`src/rtl/uart_pkg.sv`:
```
// Shared register map, response codes and FSM state types for the AXI4-Lite UART.
package uart_pkg;

    localparam logic [3:0] TXDATA_OFS = 4'h0;
    localparam logic [3:0] RXDATA_OFS = 4'h4;
    localparam logic [3:0] STATUS_OFS = 4'h8;

    localparam logic [1:0] RESP_OKAY   = 2'b00;
    localparam logic [1:0] RESP_SLVERR = 2'b10;

    localparam int STAT_TX_BUSY    = 0;
    localparam int STAT_RX_VALID   = 1;
    localparam int STAT_RX_OVERRUN = 2;

    typedef enum logic [1:0] {
        TX_IDLE  = 2'd0,
        TX_START = 2'd1,
        TX_DATA  = 2'd2,
        TX_STOP  = 2'd3
    } tx_state_t;

    typedef enum logic [1:0] {
        RX_IDLE  = 2'd0,
        RX_START = 2'd1,
        RX_DATA  = 2'd2,
        RX_STOP  = 2'd3
    } rx_state_t;

endpackage

```
`src/rtl/uart_rx.sv`:
```
// 8N1 receiver: 2-FF synchroniser, mid-bit sampling, one-cycle byte_valid strobe.
//  state    | meaning
//  RX_IDLE  | waiting for a falling edge on the synchronised line
//  RX_START | half a bit in, recheck the line is still low
//  RX_DATA  | sampling 8 data bits at mid-bit, LSB first
//  RX_STOP  | sampling the stop bit; high delivers the byte, low drops it
module uart_rx
    import uart_pkg::*;
#(
    parameter int CLKS_PER_BIT = 868
) (
    input  logic       clk,
    input  logic       rst_n,
    input  logic       rx_dser,
    output logic       byte_valid,
    output logic [7:0] rx_data
);

    localparam int CNT_W = $clog2(CLKS_PER_BIT);
    localparam logic [CNT_W-1:0] FULL_BIT = CNT_W'(CLKS_PER_BIT - 1);
    localparam logic [CNT_W-1:0] HALF_BIT = CNT_W'(CLKS_PER_BIT / 2 - 1);

    logic             sync_ff1;
    logic             sync_ff2;
    logic             rx_prev;
    rx_state_t        state;
    logic [CNT_W-1:0] baud_cnt;
    logic [2:0]       bit_cnt;
    logic [7:0]       shift_reg;

    always_ff @(posedge clk or negedge rst_n) begin
        if (!rst_n) begin
            sync_ff1 <= 1'b1;
            sync_ff2 <= 1'b1;
            rx_prev  <= 1'b1;
        end else begin
            sync_ff1 <= rx_dser;
            sync_ff2 <= sync_ff1;
            rx_prev  <= sync_ff2;
        end
    end

    always_ff @(posedge clk or negedge rst_n) begin
        if (!rst_n) begin
            state      <= RX_IDLE;
            baud_cnt   <= '0;
            bit_cnt    <= '0;
            shift_reg  <= '0;
            byte_valid <= 1'b0;
            rx_data    <= '0;
        end else begin
            byte_valid <= 1'b0;
            case (state)
                RX_IDLE: begin
                    if (rx_prev && !sync_ff2) begin
                        state    <= RX_START;
                        baud_cnt <= HALF_BIT;
                    end
                end
                RX_START: begin
                    if (baud_cnt != '0) begin
                        baud_cnt <= baud_cnt - 1'b1;
                    end else if (!sync_ff2) begin
                        state    <= RX_DATA;
                        baud_cnt <= FULL_BIT;
                        bit_cnt  <= '0;
                    end else begin
                        state <= RX_IDLE;
                    end
                end
                RX_DATA: begin
                    if (baud_cnt != '0) begin
                        baud_cnt <= baud_cnt - 1'b1;
                    end else begin
                        shift_reg <= {sync_ff2, shift_reg[7:1]};
                        baud_cnt  <= FULL_BIT;
                        if (bit_cnt == 3'd7) begin
                            state <= RX_STOP;
                        end else begin
                            bit_cnt <= bit_cnt + 1'b1;
                        end
                    end
                end
                RX_STOP: begin
                    if (baud_cnt != '0) begin
                        baud_cnt <= baud_cnt - 1'b1;
                    end else begin
                        // A low stop bit is a framing error: the byte is silently dropped.
                        if (sync_ff2) begin
                            rx_data    <= shift_reg;
                            byte_valid <= 1'b1;
                        end
                        state <= RX_IDLE;
                    end
                end
                default: state <= RX_IDLE;
            endcase
        end
    end

endmodule

```
`src/rtl/axi_uart.sv`:
```
// AXI4-Lite UART: TX engine, register decode and the single-byte receive buffer.
//  state    | meaning
//  TX_IDLE  | line high, ready to accept a TXDATA write
//  TX_START | driving the start bit
//  TX_DATA  | shifting 8 data bits LSB first
//  TX_STOP  | driving the stop bit
module axi_uart
    import uart_pkg::*;
#(
    parameter int AXI_AWIDTH   = 4,
    parameter int AXI_DWIDTH   = 32,
    parameter int CLKS_PER_BIT = 868
) (
    input  logic                    AXI_ACLK,
    input  logic                    AXI_ARESETN,
    input  logic [AXI_AWIDTH-1:0]   AXI_AWADDR,
    input  logic                    AXI_AWVALID,
    output logic                    AXI_AWREADY,
    input  logic [AXI_DWIDTH-1:0]   AXI_WDATA,
    input  logic [AXI_DWIDTH/8-1:0] AXI_WSTRB,
    input  logic                    AXI_WVALID,
    output logic                    AXI_WREADY,
    output logic [1:0]              AXI_BRESP,
    output logic                    AXI_BVALID,
    input  logic                    AXI_BREADY,
    input  logic [AXI_AWIDTH-1:0]   AXI_ARADDR,
    input  logic                    AXI_ARVALID,
    output logic                    AXI_ARREADY,
    output logic [AXI_DWIDTH-1:0]   AXI_RDATA,
    output logic [1:0]              AXI_RRESP,
    output logic                    AXI_RVALID,
    input  logic                    AXI_RREADY,
    input  logic                    RX_DSER,
    output logic                    TX_DSER
);

    localparam int CNT_W = $clog2(CLKS_PER_BIT);
    localparam logic [CNT_W-1:0] FULL_BIT = CNT_W'(CLKS_PER_BIT - 1);

    logic                  wr_accept;
    logic                  wr_fire;
    logic [3:0]            wr_addr;
    logic [1:0]            wr_resp;
    logic                  tx_start;
    logic                  rd_accept;
    logic                  rd_fire;
    logic [3:0]            rd_addr;
    logic [AXI_DWIDTH-1:0] rd_data;
    logic [1:0]            rd_resp;
    logic                  rx_pop;
    logic                  ovr_clear;

    tx_state_t             tx_state;
    logic [CNT_W-1:0]      tx_cnt;
    logic [2:0]            tx_bit_cnt;
    logic [7:0]            tx_shift;
    logic                  tx_busy;

    logic                  rx_new_valid;
    logic [7:0]            rx_new_byte;
    logic [7:0]            rx_byte;
    logic                  rx_valid;
    logic                  rx_overrun;

    logic                  unused_bits;

    assign unused_bits = ^{AXI_AWADDR, AXI_ARADDR, AXI_WDATA, AXI_WSTRB};

    assign AXI_AWREADY = wr_accept;
    assign AXI_WREADY  = wr_accept;
    assign AXI_ARREADY = rd_accept;
    assign wr_fire     = wr_accept && AXI_AWVALID && AXI_WVALID;
    assign rd_fire     = rd_accept && AXI_ARVALID;
    assign wr_addr     = {AXI_AWADDR[3:2], 2'b00};
    assign rd_addr     = {AXI_ARADDR[3:2], 2'b00};
    assign tx_busy     = (tx_state != TX_IDLE);

    always_comb begin
        wr_resp  = RESP_OKAY;
        tx_start = 1'b0;
        case (wr_addr)
            TXDATA_OFS: begin
                if (AXI_WSTRB[0]) begin
                    if (tx_busy) begin
                        wr_resp = RESP_SLVERR;
                    end else begin
                        tx_start = wr_fire;
                    end
                end
            end
            RXDATA_OFS, STATUS_OFS: wr_resp = RESP_OKAY;
            default:                wr_resp = RESP_SLVERR;
        endcase
    end

    always_comb begin
        rd_data   = '0;
        rd_resp   = RESP_OKAY;
        rx_pop    = 1'b0;
        ovr_clear = 1'b0;
        case (rd_addr)
            TXDATA_OFS: rd_data = '0;
            RXDATA_OFS: begin
                rd_data[7:0] = rx_byte;
                rx_pop       = rd_fire && rx_valid;
            end
            STATUS_OFS: begin
                rd_data[STAT_TX_BUSY]    = tx_busy;
                rd_data[STAT_RX_VALID]   = rx_valid;
                rd_data[STAT_RX_OVERRUN] = rx_overrun;
                ovr_clear                = rd_fire;
            end
            default: rd_resp = RESP_SLVERR;
        endcase
    end

    // Ready pulses for one cycle; the !ready term stops a held valid from double-accepting.
    always_ff @(posedge AXI_ACLK or negedge AXI_ARESETN) begin
        if (!AXI_ARESETN) begin
            wr_accept  <= 1'b0;
            AXI_BVALID <= 1'b0;
            AXI_BRESP  <= RESP_OKAY;
        end else begin
            wr_accept <= AXI_AWVALID && AXI_WVALID && !AXI_BVALID && !wr_accept;
            if (wr_fire) begin
                AXI_BVALID <= 1'b1;
                AXI_BRESP  <= wr_resp;
            end else if (AXI_BVALID && AXI_BREADY) begin
                AXI_BVALID <= 1'b0;
            end
        end
    end

    always_ff @(posedge AXI_ACLK or negedge AXI_ARESETN) begin
        if (!AXI_ARESETN) begin
            rd_accept  <= 1'b0;
            AXI_RVALID <= 1'b0;
            AXI_RDATA  <= '0;
            AXI_RRESP  <= RESP_OKAY;
        end else begin
            rd_accept <= AXI_ARVALID && !AXI_RVALID && !rd_accept;
            if (rd_fire) begin
                AXI_RVALID <= 1'b1;
                AXI_RDATA  <= rd_data;
                AXI_RRESP  <= rd_resp;
            end else if (AXI_RVALID && AXI_RREADY) begin
                AXI_RVALID <= 1'b0;
            end
        end
    end

    always_ff @(posedge AXI_ACLK or negedge AXI_ARESETN) begin
        if (!AXI_ARESETN) begin
            tx_state   <= TX_IDLE;
            tx_cnt     <= '0;
            tx_bit_cnt <= '0;
            tx_shift   <= '0;
            TX_DSER    <= 1'b1;
        end else begin
            case (tx_state)
                TX_IDLE: begin
                    if (tx_start) begin
                        tx_state <= TX_START;
                        tx_cnt   <= FULL_BIT;
                        tx_shift <= AXI_WDATA[7:0];
                        TX_DSER  <= 1'b0;
                    end
                end
                TX_START: begin
                    if (tx_cnt != '0) begin
                        tx_cnt <= tx_cnt - 1'b1;
                    end else begin
                        tx_state   <= TX_DATA;
                        tx_cnt     <= FULL_BIT;
                        tx_bit_cnt <= '0;
                        TX_DSER    <= tx_shift[0];
                    end
                end
                TX_DATA: begin
                    if (tx_cnt != '0) begin
                        tx_cnt <= tx_cnt - 1'b1;
                    end else begin
                        tx_cnt <= FULL_BIT;
                        if (tx_bit_cnt == 3'd7) begin
                            tx_state <= TX_STOP;
                            TX_DSER  <= 1'b1;
                        end else begin
                            tx_bit_cnt <= tx_bit_cnt + 1'b1;
                            tx_shift   <= {1'b0, tx_shift[7:1]};
                            TX_DSER    <= tx_shift[1];
                        end
                    end
                end
                TX_STOP: begin
                    if (tx_cnt != '0) begin
                        tx_cnt <= tx_cnt - 1'b1;
                    end else begin
                        tx_state <= TX_IDLE;
                    end
                end
                default: tx_state <= TX_IDLE;
            endcase
        end
    end

    uart_rx #(
        .CLKS_PER_BIT(CLKS_PER_BIT)
    ) u_uart_rx (
        .clk       (AXI_ACLK),
        .rst_n     (AXI_ARESETN),
        .rx_dser   (RX_DSER),
        .byte_valid(rx_new_valid),
        .rx_data   (rx_new_byte)
    );

    // A pop coinciding with a new byte is not an overrun: the old byte was consumed.
    always_ff @(posedge AXI_ACLK or negedge AXI_ARESETN) begin
        if (!AXI_ARESETN) begin
            rx_byte    <= '0;
            rx_valid   <= 1'b0;
            rx_overrun <= 1'b0;
        end else if (rx_new_valid) begin
            rx_byte    <= rx_new_byte;
            rx_valid   <= 1'b1;
            rx_overrun <= (rx_valid && !rx_pop) || (rx_overrun && !ovr_clear);
        end else begin
            if (rx_pop) begin
                rx_valid <= 1'b0;
            end
            if (ovr_clear) begin
                rx_overrun <= 1'b0;
            end
        end
    end

endmodule

```
`config.mk`:
```
export PLATFORM = sky130hd
export DESIGN_NAME = axi_uart
export DESIGN_NICKNAME = d
export VERILOG_FILES = /design/src/rtl/uart_pkg.sv /design/src/rtl/uart_rx.sv /design/src/rtl/axi_uart.sv
export SDC_FILE = /design/constraint.sdc
export NUM_CORES = 1
export LEC_CHECK = 0
export ABC_CLOCK_PERIOD_IN_PS = 4600
export BUFFER_PORTS_ARGS = -buffer_cell sky130_fd_sc_hd__clkbuf_2
export CELL_PAD_IN_SITES_DETAIL_PLACEMENT = 0
export CELL_PAD_IN_SITES_GLOBAL_PLACEMENT = 1
export CORE_MARGIN = 4
export CORE_UTILIZATION = 35
export CTS_BUF_LIST = sky130_fd_sc_hd__clkbuf_8
export DETAILED_ROUTE_END_ITERATION = 10
export PLACE_DENSITY = 0.76
export SYNTH_ARGS = -nofsm -noshare
export SYNTH_HDL_FRONTEND = slang
export SYNTH_SLANG_ARGS = --single-unit
```
`constraint.sdc`:
```
create_clock -name AXI_ACLK -period 4.6 [get_ports AXI_ACLK]
set_input_delay 0 -clock AXI_ACLK [delete_from_list [all_inputs] [get_ports AXI_ACLK]]
set_output_delay 0 -clock AXI_ACLK [all_outputs]
set_load 0.02 [all_outputs]
```
# Word-level counts from Yosys, hierarchy flattened
# Cells that the tools add are included.
# word_totals
input_bits	52
memories	0
output_inout_bits	42
elab_cells	170
ramBits	0
latchBits	0
mem_bits_ro	0
reg_bits	85
# classes
bitwise_logic	1
n_addsub	4
n_eq_ne	28
reduce_logical	50
div_mod_pow	0
n_mul	0
magnitude_cmp	0
mux	63
n_shift	0
# op_table
operator	n
two-way mux 10 bit	8
one-hot mux 10 bit (4 select lines)	1
one-hot mux 10 bit (3 select lines)	1
two-way mux 2 bit	14
two-way mux 8 bit	3
!= test 2 bit, second input constant	12
two-way mux 3 bit	7
two-way mux 1 bit	20
nonzero test 10 bit	2
subtractor 10 x 1 -> 10 bit, second input constant	2
one-hot mux 3 bit (2 select lines)	3
one-hot mux 2 bit (4 select lines)	2
one-hot mux 8 bit (2 select lines)	1
nonzero test 2 bit	8
AND reduction 5 bit	3
logical AND 1 bit	14
== test 2 bit, second input constant	6
AND reduction 4 bit	3
== test 2 x 1 -> 1 bit, second input constant	4
logical NOT 4 bit	2
logical NOT 1 bit	7
adder 3 x 1 -> 3 bit, second input constant	2
== test 3 bit, second input constant	2
!= test 2 x 1 -> 1 bit, second input constant	3
other kinds (12)	16

# Depth between registers and ports, before layout
# depth
ltp_word	7
depth_mapped	7
mapped_depth_nobuf	6

# Cells and area by module
# From an unflattened synthesis, not the netlist that was laid out.
# unflattened
hier_cells	435
hier_area_um2	4611.9
# modules_own_cells
mod	seq_area_each_um2	instances	area_each_um2	cells_per_inst
axi_uart	1202.4	1	2775.2	280
uart_rx	879.6	1	1836.8	155

# Worst setup path before layout
# Ideal clock, no wire load.
# synth_path
path_kind	register to register
start	reg u_uart_rx.baud_cnt[6]
end	reg u_uart_rx.baud_cnt[0]
slack_ns	2.525
required_time_ns	4.472
period_less_slack_ns	2.075
setup_ns	0.128
path_buffers	0
path_stages_with_launch	5
t_arrival_ns	1.947
cell_sequence	dfrtp_1 > or4_4 > or4_4 > nand2_1 > mux2_1
# synth_between
elab_chain_cells	3
elab_cells_between_ends	7
classes_between	2 x eq/ne; 3 x mux; 2 x reduce/logical
# synth_rtl
element	line	text
from (decl)	uart_rx.sv:27	logic [CNT_W-1:0] baud_cnt;
from (signal assigned)	uart_rx.sv:62	baud_cnt <= baud_cnt - 1'b1;
from (signal assigned)	uart_rx.sv:73	baud_cnt <= baud_cnt - 1'b1;
from (signal assigned)	uart_rx.sv:86	baud_cnt <= baud_cnt - 1'b1;
nonzero test 10 bit *	uart_rx.sv:61, uart_rx.sv:72, uart_rx.sv:85	
two-way mux 10 bit (tied with other cells)	uart_rx.sv:72	if (baud_cnt != '0) begin
one-hot mux 10 bit (4 select lines) / AND reduction 3 bit (equally long branches)	n/a	
# Every way passes the cells marked *; elsewhere a longest branch is shown, timed or not.
# A chain may end at the register's enable or synchronous reset.

# Worst setup path in the final report
# layout_path
start	reg tx_state[0]
end	reg tx_shift[5]
# layout_between
elab_chain_cells	6
elab_cells_between_ends	12
classes_between	4 x eq/ne; 4 x mux; 4 x reduce/logical
# layout_rtl
element	line	text
from (decl)	axi_uart.sv:53	tx_state_t tx_state;
from (signal assigned)	axi_uart.sv:154	tx_state <= TX_IDLE;
from (signal assigned)	axi_uart.sv:163	tx_state <= TX_START;
from (signal assigned)	axi_uart.sv:173	tx_state <= TX_DATA;
nonzero test 2 bit	axi_uart.sv:76	assign tx_busy = (tx_state != TX_IDLE);
two-way mux 1 bit	axi_uart.sv:84	if (tx_busy) begin
two-way mux 1 bit	axi_uart.sv:83	if (AXI_WSTRB[0]) begin
two-way mux 1 bit	axi_uart.sv:81	case (wr_addr)
!= test 2 bit (no line)	n/a	
AND reduction 4 bit (no line)	n/a	
to (signal assigned)	axi_uart.sv:165	tx_shift <= AXI_WDATA[7:0];
to (signal assigned)	axi_uart.sv:189	tx_shift <= {1'b0, tx_shift[7:1]};
to (decl)	axi_uart.sv:56	logic [7:0] tx_shift;
# Several ways; a longest one is shown, not always the timed one.

==> summary by stage <==
Placed design
At the placement stage, the worst setup path has a slack of roughly 2.2 ns. The count of buffers added on input and output ports is 36. The congestion estimate from routability-driven global placement came to around 0.8. Summed over all nets, the half-perimeter wirelength after detailed placement is between 6000 and 7000 µm.

Critical path
For the worst setup path, the data arrival time is about 2.7 ns. The slowest stage of the critical path belongs to the cell o41ai_4. The required time at the worst-slack endpoint is between 4 and 5 ns. The reg-to-reg startpoint is tx_state[0]. The worst setup path is launched from a flip-flop. The biggest cell delay along the critical path is ~0.65 ns. The type of the worst setup path is reg2reg.

The count of buffer and inverter cells on the critical path is 1. The maximum fanout count along the critical path is 16. The family with the most delay on the worst path is compound AO/OA/AOI/OAI gates. The launch point of the worst path is tx_state[0]. The worst setup path is captured at a flip-flop. Traced cell by cell, the critical path runs through inv_1 > ha_1 > nand2b_1 > o41ai_4 > a21oi_1 > a31oi_1.

Timing
Headroom to the max-slew limit came out at between 30% and 40%. Setup repair after global routing left no endpoint under its margin. The transition at the pin with the smallest max-transition slack is about 1.0 ns. The final-report hold violation count was 0. After layout, the minimum clock period comes to 2.39 ns. For the final database, setup skew stands at between 0.006 and 0.007 ns. Based on the critical path, the design can be clocked at up to between 0.4 and 0.5 GHz. The aggregate negative setup slack is 0 ns.

The count of final max-slew check failures was 0. Setup violations remaining at the end of the flow were counted as 0. In the finished design, the share of the clock period the worst path needs comes to between 50% and 60%. Setup slack on the critical path of the routed design comes to 2.21 ns.

Synth
The share of the Yosys chip area taken by registers is between 40 and 50%. Counting flops with a built-in enable in the synthesized netlist gives 0. The number of distinct library cells after synthesis is between 60 and 70. In the synthesized netlist, the number of instances is approximately 410. Counting flops and latches in the post-synthesis netlist gives 83.

Among all flip-flop cells after synthesis, the most frequent one is dfrtp_1. Counting flops with an async set or reset pin after synthesis yields a share of 100%. Averaged over all synthesized cells, the footprint is 10.8 µm². The synthesized cell area is about 4500 µm². The count of warnings emitted by yosys is 0.

Final layout
The fraction of final layout cells with drive strength greater than 1 is between 20% and 30%. The largest registers in the layout are tx_cnt x10, u_uart_rx.baud_cnt x10. In the layout the commonest cells are 79 x dfrtp_1, 35 x clkbuf_2, 29 x nand2_1, 28 x mux2_2, 26 x conb_1. The commonest non-fill, non-tap cell in the layout is dfrtp_1. The layout-stage area growth over the synthesis result is 13.3%. The net count of the finished layout is roughly 540. The number of antenna diodes in the final layout is 0.

Pwr
In this run the power density over the cells is 414 nW/µm². Per report_power, the combinational group accounts for 32.7% of the total. The maximum vdd drop is between 0.00015 and 0.0002 V. The internal power component is between 1 and 1.5 mW. The switching share of power is between 30% and 40%. In this run, flip-flops and latches consume ~43% of the power. The clock network fraction of design power is between 20% and 30%. Summed over all cells, the static leakage comes to roughly 2.4 nW. The overall power of the completed layout is around 2.1 mW. The power dissipated by switching net loads is a little under 800 µW.

Routing
The number of routed nets with antenna violations is 0. The top metal layer carrying routed signals is met4. In the final routed layout, each cell accounts on average for about 14 µm. The DRC violation count after routing is 0. The routed metal-1 wire length is 4060 µm. The routed length on met3 is roughly 380 µm. The first-pass iteration count of the detailed router is 5. The final wirelength is slightly below 9000 µm. The detail-routed via count per cell is between 5 and 6.

The total length of routed met2 wires is between 4000 and 5000 µm. The via total after detailed routing is approximately 3,200. For this block, the initial DRC count from the detailed router was 191.

GRT
The initial antenna violation count came to 0. The pin count of the biggest net entering global routing is 84. The number of global-route vias before repair came to about 3,100. The global-route congestion overflow total is 0.

The first global-routing pass estimated ~15,000 µm of wire. Global routing consumed, over all layers together, 12.3% of the routing resources.

Die
The die covers roughly 15,000 µm². The count of pins on the block boundary is between 90 and 100. The initial utilization of the core area, before any placement, comes to 36.4%.

The overall die height is about 120 µm. The floorplan has 40 rows. In this run the horizontal extent of the chip is about 120 µm. The floorplan step defined a core boundary enclosing ~12,000 µm².

Clock tree
The later pin in the worst-skew pair is clocked with a latency of about 0.36 ns. The number of H-tree levels is 3. The total clock buffers created by CTS is 9. The worst-case clock buffer depth is 2.

After clock tree synthesis, the clock-pin slew on the worst setup and hold paths is 0.10 ns. The post-cts repair resize count is 0. The TritonCTS clock tree is yes. Clock tree synthesis selected as its root buffer the cell clkbuf_8.

The tree built by TritonCTS fans out to 83 sinks.

Status
The flow ran to the end, and the final reports show no timing, DRC or antenna violations.

Run
The tool flagged a number of max-cap violations equal to 0.

Worst hold path
The path class of the lowest-slack min-delay path is in2reg. The launch point of the worst hold path is AXI_ARADDR[2].
-- cell families (layout without fill, tap and decap cells) --
family                   Yosys count  after routing  synth area share [%]
AO/OA/AOI/OAI                    111            111                  17.8
adder cells (fa/ha/maj)           20             20                  5.62
buffers and inverters             60             91                  7.59
flip-flops                        83             83                  46.8
multiplexers                      38             38                  9.36
other                              1             26                0.0843
AND/OR/NAND/NOR                  101            101                  12.8
-- path summary, 6_finish.rpt --
| check | cells past startpoint | slack (ns) | endpoint |
|---|---|---|---|
| worst max-delay path | 6 | 2.21 | tx_shift[5] |
| worst min-delay path | 3 | 0.03 | AXI_RRESP[1] |
| worst max register to register | 6 | 2.21 | tx_shift[5] |
| worst min register to register | 0 | 0.36 | u_uart_rx.sync_ff2 |
| max in group asynchronous | 2 | 3.58 | tx_shift[0] |
| min in group asynchronous | 2 | 0.36 | tx_cnt[7] |
-- timing repair --
action                                 4_1_cts  5_1_grt
setup endpoints to repair                    0        0
hold buffers                                16        0
buffers inserted                             0        0
endpoints found under the hold margin       95        0
-- power by group through the flow --
stage	clock network, mW	registers, mW	logic (mW)
2_1_floorplan	0	0.883	0.538
3_3_place_gp	0	0.893	0.659
3_5_place_dp	0	0.900	0.663
4_1_cts	0.540	0.885	0.678
5_1_grt	0.573	0.904	0.749
6_report	0.516	0.887	0.682
-- synthesized netlist by cell type (all sizes together) (2+ instances only) --
library cell   n  share of area, %
a21oi         20               2.2
a22o           7               1.4
a211oi         2              0.34
a2bb2oi        3              0.59
nor2          14               1.2
nand2b         3              0.42
o211ai         4              0.67
nand4          2              0.28
mux2i          9               2.0
o2bb2ai        6               1.2
a22oi          5              0.84
o41ai          3               1.0
dfstp          4               2.4
mux2          29               7.3
clkbuf         6              0.51
or4b           2              0.53
o21a           2              0.34
a21o           4              0.67
or3            4              0.67
o21ai         24               2.7
nand2         29               2.4
o22ai          2              0.28
nor3b          3              0.51
nor2b          6              0.84
or4            6               1.3
a31o           2              0.39
nand3          7              0.79
o22a           2              0.39
buf           32               5.2
dfrtp         79                44
o31a           2              0.42
ha            20               5.6
o221a          2              0.51
nor4           6               1.2
nor3          13               1.7
inv           22               1.9
or2            3              0.42
a31oi         11               1.5
-- tightest hold or removal path, cell delays in order --
cell	delay, ns
clkbuf_2	0.10
ha_1	0.13
mux2_2	0.13
-- layout make-up --
| type | count | area, µm² |
|---|---|---|
| fill | 1217 | 7170 |
| multi-input combinational | 296 | 2120 |
| sequential | 83 | 2080 |
| timing repair buffer | 53 | 350 |
| tap | 168 | 210 |
| clock buffer | 9 | 124 |
| inverter | 22 | 82.6 |
| clock inverter | 7 | 68.8 |
-- metrics by stage --
stage          utilization (%)  area (µm²)  hold slack [ns]  instances
6_report                  41.3        5040           0.0337        638
5_1_grt                   41.3        5040           0.0249        638
4_1_cts                   41.3        5040           0.0143        638
3_5_place_dp              38.4        4690           0.0900        606
3_3_place_gp              38.4        4690           0.0912        606
2_1_floorplan                -        4540           -0.296        439
-- per-layer routing --
metal / GRT usage, % / vias up
met4: 4.60 / 0
met5: 0 / -
met3: 2.71 / 11
met1: 16.6 / 1590
met2: 19.5 / 72
li1: - / 1575
(Power assumes the default switching activity.)
